[config.mk]
export PLATFORM = sky130hd
export DESIGN_NAME = spi_target
export DESIGN_NICKNAME = d
export VERILOG_FILES = /design/src/rtl/spi_pkg.sv /design/src/rtl/spi_pin_sync.sv /design/src/rtl/spi_target.sv
export SDC_FILE = /design/constraint.sdc
export NUM_CORES = 1
export LEC_CHECK = 0
export BUFFER_PORTS_ARGS = -buffer_cell sky130_fd_sc_hd__buf_2
export CORE_AREA = 4 4 67 69
export CTS_CLUSTER_DIAMETER = 30
export DETAILED_ROUTE_END_ITERATION = 10
export DIE_AREA = 0 0 71 73
export PLACE_DENSITY_LB_ADDON = 0.2
export SLEW_MARGIN = 20
export SYNTH_ARGS = -nofsm -noshare
export SYNTH_HDL_FRONTEND = slang
export SYNTH_HIERARCHICAL = 1
export SYNTH_SLANG_ARGS = --single-unit
export TNS_END_PERCENT = 100
[constraint.sdc]
create_clock -name input_clk -period 3.4 [get_ports input_clk]
set_input_delay 0.17 -clock input_clk [delete_from_list [all_inputs] [get_ports input_clk]]
set_output_delay 0.17 -clock input_clk [all_outputs]
set_load 0.1 [all_outputs]
[src/rtl/spi_pkg.sv]
// Shared SPI definitions: responder FSM state encoding and SCK mode constants.
// Imported by the SPI responder and by other SPI front ends.
package spi_pkg;

  typedef enum logic {
    ST_IDLE   = 1'b0,
    ST_ACTIVE = 1'b1
  } spi_state_t;

  localparam logic SPI_CPOL_0 = 1'b0;
  localparam logic SPI_CPOL_1 = 1'b1;
  localparam logic SPI_CPHA_0 = 1'b0;
  localparam logic SPI_CPHA_1 = 1'b1;
  localparam int   SPI_BYTE_W = 8;

  // The leading SCK edge is the move away from the idle (CPOL) level.
  function automatic logic lead_edge(input logic cpol, input logic rise, input logic fall);
    return (cpol == SPI_CPOL_1) ? fall : rise;
  endfunction

endpackage

[src/rtl/spi_pin_sync.sv]
// Two-flop synchroniser plus a history flop for one asynchronous pin.
// Provides the synced level and single-cycle rise/fall pulses.
module spi_pin_sync #(
  parameter logic RESET_VAL = 1'b0
) (
  input  logic input_clk,
  input  logic reset,
  input  logic pin,
  output logic level,
  output logic rise,
  output logic fall
);

  logic sync_p0;
  logic sync_p1;
  logic hist_p2;

  always_ff @(posedge input_clk or posedge reset) begin
    if (reset) begin
      sync_p0 <= RESET_VAL;
      sync_p1 <= RESET_VAL;
      hist_p2 <= RESET_VAL;
    end else begin
      sync_p0 <= pin;
      // metastability settles here; sync_p1 is the first trusted copy
      sync_p1 <= sync_p0;
      hist_p2 <= sync_p1;
    end
  end

  assign level = sync_p1;
  assign rise  = sync_p1 & ~hist_p2;
  assign fall  = ~sync_p1 & hist_p2;

endmodule

[src/rtl/spi_target.sv]
// SPI responder: oversampled SPI pins, one-byte RX/TX holding registers,
// sticky overrun/underrun flags and an interrupt for the CPU bus.
module spi_target
  import spi_pkg::*;
#(
  parameter logic       POLARITY   = SPI_CPOL_0,
  parameter logic       PHASE      = SPI_CPHA_0,
  parameter logic [7:0] DEFAULT_TX = 8'hFF
) (
  input  logic       input_clk,
  input  logic       reset,
  input  logic       wr,
  input  logic [7:0] wdata,
  input  logic       rd,
  input  logic       clr_flags,
  output logic [7:0] rdata,
  output logic       rx_valid,
  output logic       tx_ready,
  output logic       overrun,
  output logic       underrun,
  output logic       selected,
  output logic       frame_end,
  output logic       irq,
  input  logic       spi_sck,
  input  logic       spi_ss,
  input  logic       spi_mosi,
  output logic       spi_miso,
  output logic       spi_miso_oe
);

  localparam int         DATA_W   = SPI_BYTE_W;
  localparam logic [2:0] LAST_BIT = 3'(DATA_W - 1);

  logic sck_level, sck_rise, sck_fall;
  logic ss_level, ss_rise, ss_fall;
  logic mosi_level, mosi_rise, mosi_fall;
  logic unused_sync;

  spi_pin_sync #(.RESET_VAL(POLARITY)) u_sync_sck (
    .input_clk (input_clk),
    .reset     (reset),
    .pin       (spi_sck),
    .level     (sck_level),
    .rise      (sck_rise),
    .fall      (sck_fall)
  );

  spi_pin_sync #(.RESET_VAL(1'b1)) u_sync_ss (
    .input_clk (input_clk),
    .reset     (reset),
    .pin       (spi_ss),
    .level     (ss_level),
    .rise      (ss_rise),
    .fall      (ss_fall)
  );

  spi_pin_sync #(.RESET_VAL(1'b0)) u_sync_mosi (
    .input_clk (input_clk),
    .reset     (reset),
    .pin       (spi_mosi),
    .level     (mosi_level),
    .rise      (mosi_rise),
    .fall      (mosi_fall)
  );

  assign unused_sync = ^{sck_level, ss_level, mosi_rise, mosi_fall};

  spi_state_t        state;
  logic [2:0]        bit_cnt;
  logic [DATA_W-1:0] rx_shift;
  logic [DATA_W-1:0] tx_shift;
  logic [DATA_W-1:0] tx_hold;
  logic              tx_full;

  logic              lead, trail, sample_edge, shift_edge;
  logic              enter, in_frame, byte_done, tx_load, tx_advance;
  logic [DATA_W-1:0] rx_next, tx_next;

  always_comb begin
    lead        = lead_edge(POLARITY, sck_rise, sck_fall);
    trail       = lead_edge(POLARITY, sck_fall, sck_rise);
    sample_edge = (PHASE == SPI_CPHA_1) ? trail : lead;
    shift_edge  = (PHASE == SPI_CPHA_1) ? lead : trail;

    enter       = (state == ST_IDLE) && ss_fall;
    in_frame    = (state == ST_ACTIVE) && !ss_rise;
    byte_done   = in_frame && sample_edge && (bit_cnt == LAST_BIT);

    // The next TX byte is fetched on the final shift edge (CPHA=0, counter
    // already wrapped) or on the final sample edge (CPHA=1).
    if (PHASE == SPI_CPHA_1) begin
      tx_load = enter || byte_done;
    end else begin
      tx_load = enter || (in_frame && shift_edge && (bit_cnt == 3'd0));
    end
    // With bit_cnt at 0 the shift edge is either the load (CPHA=0) or the
    // first leading edge that just presents the loaded MSB (CPHA=1).
    tx_advance  = in_frame && shift_edge && (bit_cnt != 3'd0);

    rx_next     = {rx_shift[DATA_W-2:0], mosi_level};
    tx_next     = tx_full ? tx_hold : DEFAULT_TX;
  end

  always_ff @(posedge input_clk or posedge reset) begin
    if (reset) begin
      state     <= ST_IDLE;
      selected  <= 1'b0;
      frame_end <= 1'b0;
      bit_cnt   <= 3'd0;
      rx_shift  <= '0;
      tx_shift  <= '0;
      tx_hold   <= '0;
      tx_full   <= 1'b0;
      rdata     <= '0;
      rx_valid  <= 1'b0;
      overrun   <= 1'b0;
      underrun  <= 1'b0;
      spi_miso  <= 1'b1;
    end else begin
      frame_end <= 1'b0;

      // CPU-side clears first so same-cycle set events below take priority.
      if (rd) begin
        rx_valid <= 1'b0;
      end
      if (clr_flags) begin
        overrun  <= 1'b0;
        underrun <= 1'b0;
      end

      if (wr) begin
        tx_hold <= wdata;
        tx_full <= 1'b1;
      end else if (tx_load && tx_full) begin
        tx_full <= 1'b0;
      end

      if (tx_load) begin
        tx_shift <= tx_next;
        spi_miso <= tx_next[DATA_W-1];
        if (!tx_full) begin
          underrun <= 1'b1;
        end
      end else if (tx_advance) begin
        tx_shift <= {tx_shift[DATA_W-2:0], 1'b0};
        spi_miso <= tx_shift[DATA_W-2];
      end

      case (state)
        ST_IDLE: begin
          if (ss_fall) begin
            state    <= ST_ACTIVE;
            selected <= 1'b1;
            bit_cnt  <= 3'd0;
          end
        end
        ST_ACTIVE: begin
          if (ss_rise) begin
            state     <= ST_IDLE;
            selected  <= 1'b0;
            bit_cnt   <= 3'd0;
            frame_end <= 1'b1;
          end else if (sample_edge) begin
            rx_shift <= rx_next;
            bit_cnt  <= bit_cnt + 3'd1;
          end
        end
        default: begin
          state <= ST_IDLE;
        end
      endcase

      if (byte_done) begin
        rdata    <= rx_next;
        rx_valid <= 1'b1;
        if (rx_valid && !rd) begin
          overrun <= 1'b1;
        end
      end
    end
  end

  assign tx_ready    = ~tx_full;
  assign irq         = rx_valid | overrun;
  assign spi_miso_oe = selected;

endmodule

==> run_results.csv <==
group,metric,value,unit
placed_design,placed_cell_area,0.002238,sq mm
logic_synthesis,yosysWarningCount,6,
clock_tree,post_cts_resize_count,0,
clock_tree,clock_tree_from_tritoncts,"done",
pwr,powerDensity,634.8,mW/mm^2
timing,timing.clock.skew,0.005998,ns
floorplan,initial_core_util,52.81,%
detailed_routing,route.top_layer_used,"met4",
placed_design,dp_cells,246,
worst_setup_path,cp.arrival,2.06,ns
global_routing,groute.usage.overall,16.79,%
worst_setup_path,setup.worst_path.end_class,"flip-flop",
timing,timing_hold_violations_final,0,
detailed_routing,route.detailed.vias_per_inst,5.291,
detailed_routing,detail-route-antenna-nets,0,
pwr,seq_power_share,50.8,%
floorplan,dieArea,0.005183,sq mm
worst_hold_path,hold_class,"input pin to flip-flop",
worst_setup_path,worst_setup_path_startpoint,"u_sync_ss/level",
timing,timing.final.max_slew_violations,0,
worst_setup_path,worst_r2r_startpoint,"u_sync_ss/level",
pwr,switchingPower,0.5357,mW
pwr,total_power,1.503,mW
global_routing,number_of_global_route_vias_before_repair,1429,
timing,fin_hold_ws,0.06906,ns
floorplan,design.core.area,0.003914,sq mm
logic_synthesis,syn-instance-count,171,
timing,setup_repair_after_global_routing_missed_its_margin,"false",
cells_and_area,final-instance-count-excl-fill,258,
cells_and_area,n_fill_cell,346,
worst_hold_path,worst_hold_path.num_cells,2,
timing,tightestPinTransition,0.6420,ns
placed_design,place.gp.congestion,0.8255,
clock_tree,numCtsBuffers,5,
clock_tree,clk_latency,0.30,ns
worst_setup_path,startpoint_type,"flip-flop",
worst_hold_path,worst_hold_startpoint,"clr_flags",
logic_synthesis,syn-cell-area,0.002067,sq mm
timing,fmax,534.1,MHz
detailed_routing,routed_wl,3821,um
detailed_routing,wl_met3,161,um
cells_and_area,postLayoutCoreUtil,60.49,%
placed_design,port-buffer-count,32,
clock_tree,clkSlewWorstSetupHoldPaths,0.09,ns
cells_and_area,drive_above_1_share,31.73,%
pwr,power.clock.fraction,22.3,%
global_routing,grt_first_pass_wirelength,6658,um
floorplan,std_cell_rows,23,
placed_design,detailed_place_hpwl,2812,um
detailed_routing,remaining_drc_errors,0,
run,timing.max_cap.violations,0,
timing,layout_min_cycle_time,1.872,ns
floorplan,num_io_pins,33,
global_routing,gr-total-overflow,0,
cells_and_area,most-common-layout-cells,"sky130_fd_sc_hd__dfrtp_1, sky130_fd_sc_hd__buf_2, sky130_fd_sc_hd__nand2_1",
timing,setup_viol,0,
logic_synthesis,postSynthAreaPerCell,12.09,sq um
detailed_routing,wl_met1,1636,um
global_routing,pin_count_of_the_biggest_net_entering_global_routing,26,
timing,slew_headroom,57.15,%
worst_setup_path,worstPathRequired,3.59,ns
cells_and_area,syn2layout_area_growth,14.53,%
detailed_routing,detail_route.wl_per_cell,14.81,um
detailed_routing,first_pass_iters,4,
pwr,internal-power,0.9670,mW
clock_tree,cts.sinks,49,
floorplan,die_y,73,um
timing,setup_tns,0,ns
cells_and_area,n_antenna_cell,0,
worst_setup_path,worstRegToRegCells,4,
cells_and_area,layout_commonest_cell,"sky130_fd_sc_hd__dfrtp_1",
logic_synthesis,syn-num-nets,190,
clock_tree,cts_max_level,2,
clock_tree,clockRootBuffer,"sky130_fd_sc_hd__clkbuf_8",
pwr,comb_power_share,27.0,%
placed_design,place_ws,1.552,ns
timing,layout_worst_path_cycle_share,55.07,%
worst_setup_path,timing.setup.critical_path_class,"flip-flop to flip-flop",
clock_tree,cts_buffer_depth,2,
detailed_routing,dr.first_iter.drc_count,96,
cells_and_area,finish.instance_area,0.002367,sq mm
floorplan,die_w,71,um
pwr,swShare,35.65,%
detailed_routing,met2_length,1973,um
worst_setup_path,maximum_fanout_count_along_the_critical_path,10,
timing,final.setup.worst_slack,1.528,ns
status,outcome,"finished clean",
pwr,vdd_drop_max,0.3052,mV
cells_and_area,finish.net_count,226,
pwr,p_leak,1.176,nW
detailed_routing,route.vias.total,1365,
global_routing,grt_antenna_before_repair,0,
[path summary, 6_finish.rpt]
check                                          to  slack (ns)
worst max-delay path                     rdata[0]        1.53
worst min-delay path                     underrun        0.07
worst max register to register           rdata[0]        1.53
worst min register to register  u_sync_mosi/level        0.36
max in group asynchronous             rx_shift[0]        2.11
min in group asynchronous       u_sync_mosi/level        0.29
[cell type report]
cell class                      count  area (sq um)  share of cell area (%)
Tap cell                           50         62.56                   2.643
Timing Repair Buffer               38         215.2                   9.091
Multi-Input combinational cell    103         732.0                   30.92
Clock inverter                      2         16.27                  0.6871
Sequential cell                    49          1231                   52.01
Clock buffer                        6         72.57                   3.066
Inverter                           10         37.54                   1.586
[layer usage]
metal,track usage (%),up-vias
met3,4.545,6
li1,-,656
met1,19.86,674
met4,6.681,0
met2,29.15,29
met5,0,-
[critical path, cell delays in order (launching register included)]
cell	delay (ns)
sky130_fd_sc_hd__dfstp_2	0.54
sky130_fd_sc_hd__nor2b_1	0.29
sky130_fd_sc_hd__and3b_1	0.37
sky130_fd_sc_hd__nand2_4	0.22
sky130_fd_sc_hd__mux2_1	0.34
[power by group through the flow]
stage	Combinational (mW)	Clock (mW)	Sequential [mW]
after detailed placement	0.406	0	0.773
after floorplan	0.271	0	0.836
after global placement	0.387	0	0.768
final	0.405	0.335	0.763
after CTS	0.411	0.345	0.762
after global routing	0.442	0.372	0.778
[timing repair]
action / CTS / global route
hold buffers: 4 / 0
endpoints found under the hold margin: 11 / 0
endpoints found under the setup margin: 0 / 0
buffers inserted: 0 / 0
[flip-flops by register name (all words and copies together) (netlist names)]
register,cells
rdata,8
tx_hold,8
rx_shift,7
tx_shift,7
bit_cnt,3
frame_end,1
overrun,1
rx_valid,1
selected,1
spi_miso,1
state,1
tx_full,1
u_sync_mosi/level,1
u_sync_mosi/sync_p0,1
u_sync_sck/hist_p2,1
u_sync_sck/level,1
u_sync_sck/sync_p0,1
u_sync_ss/hist_p2,1
u_sync_ss/level,1
u_sync_ss/sync_p0,1
underrun,1
(Power assumes the default switching activity.)
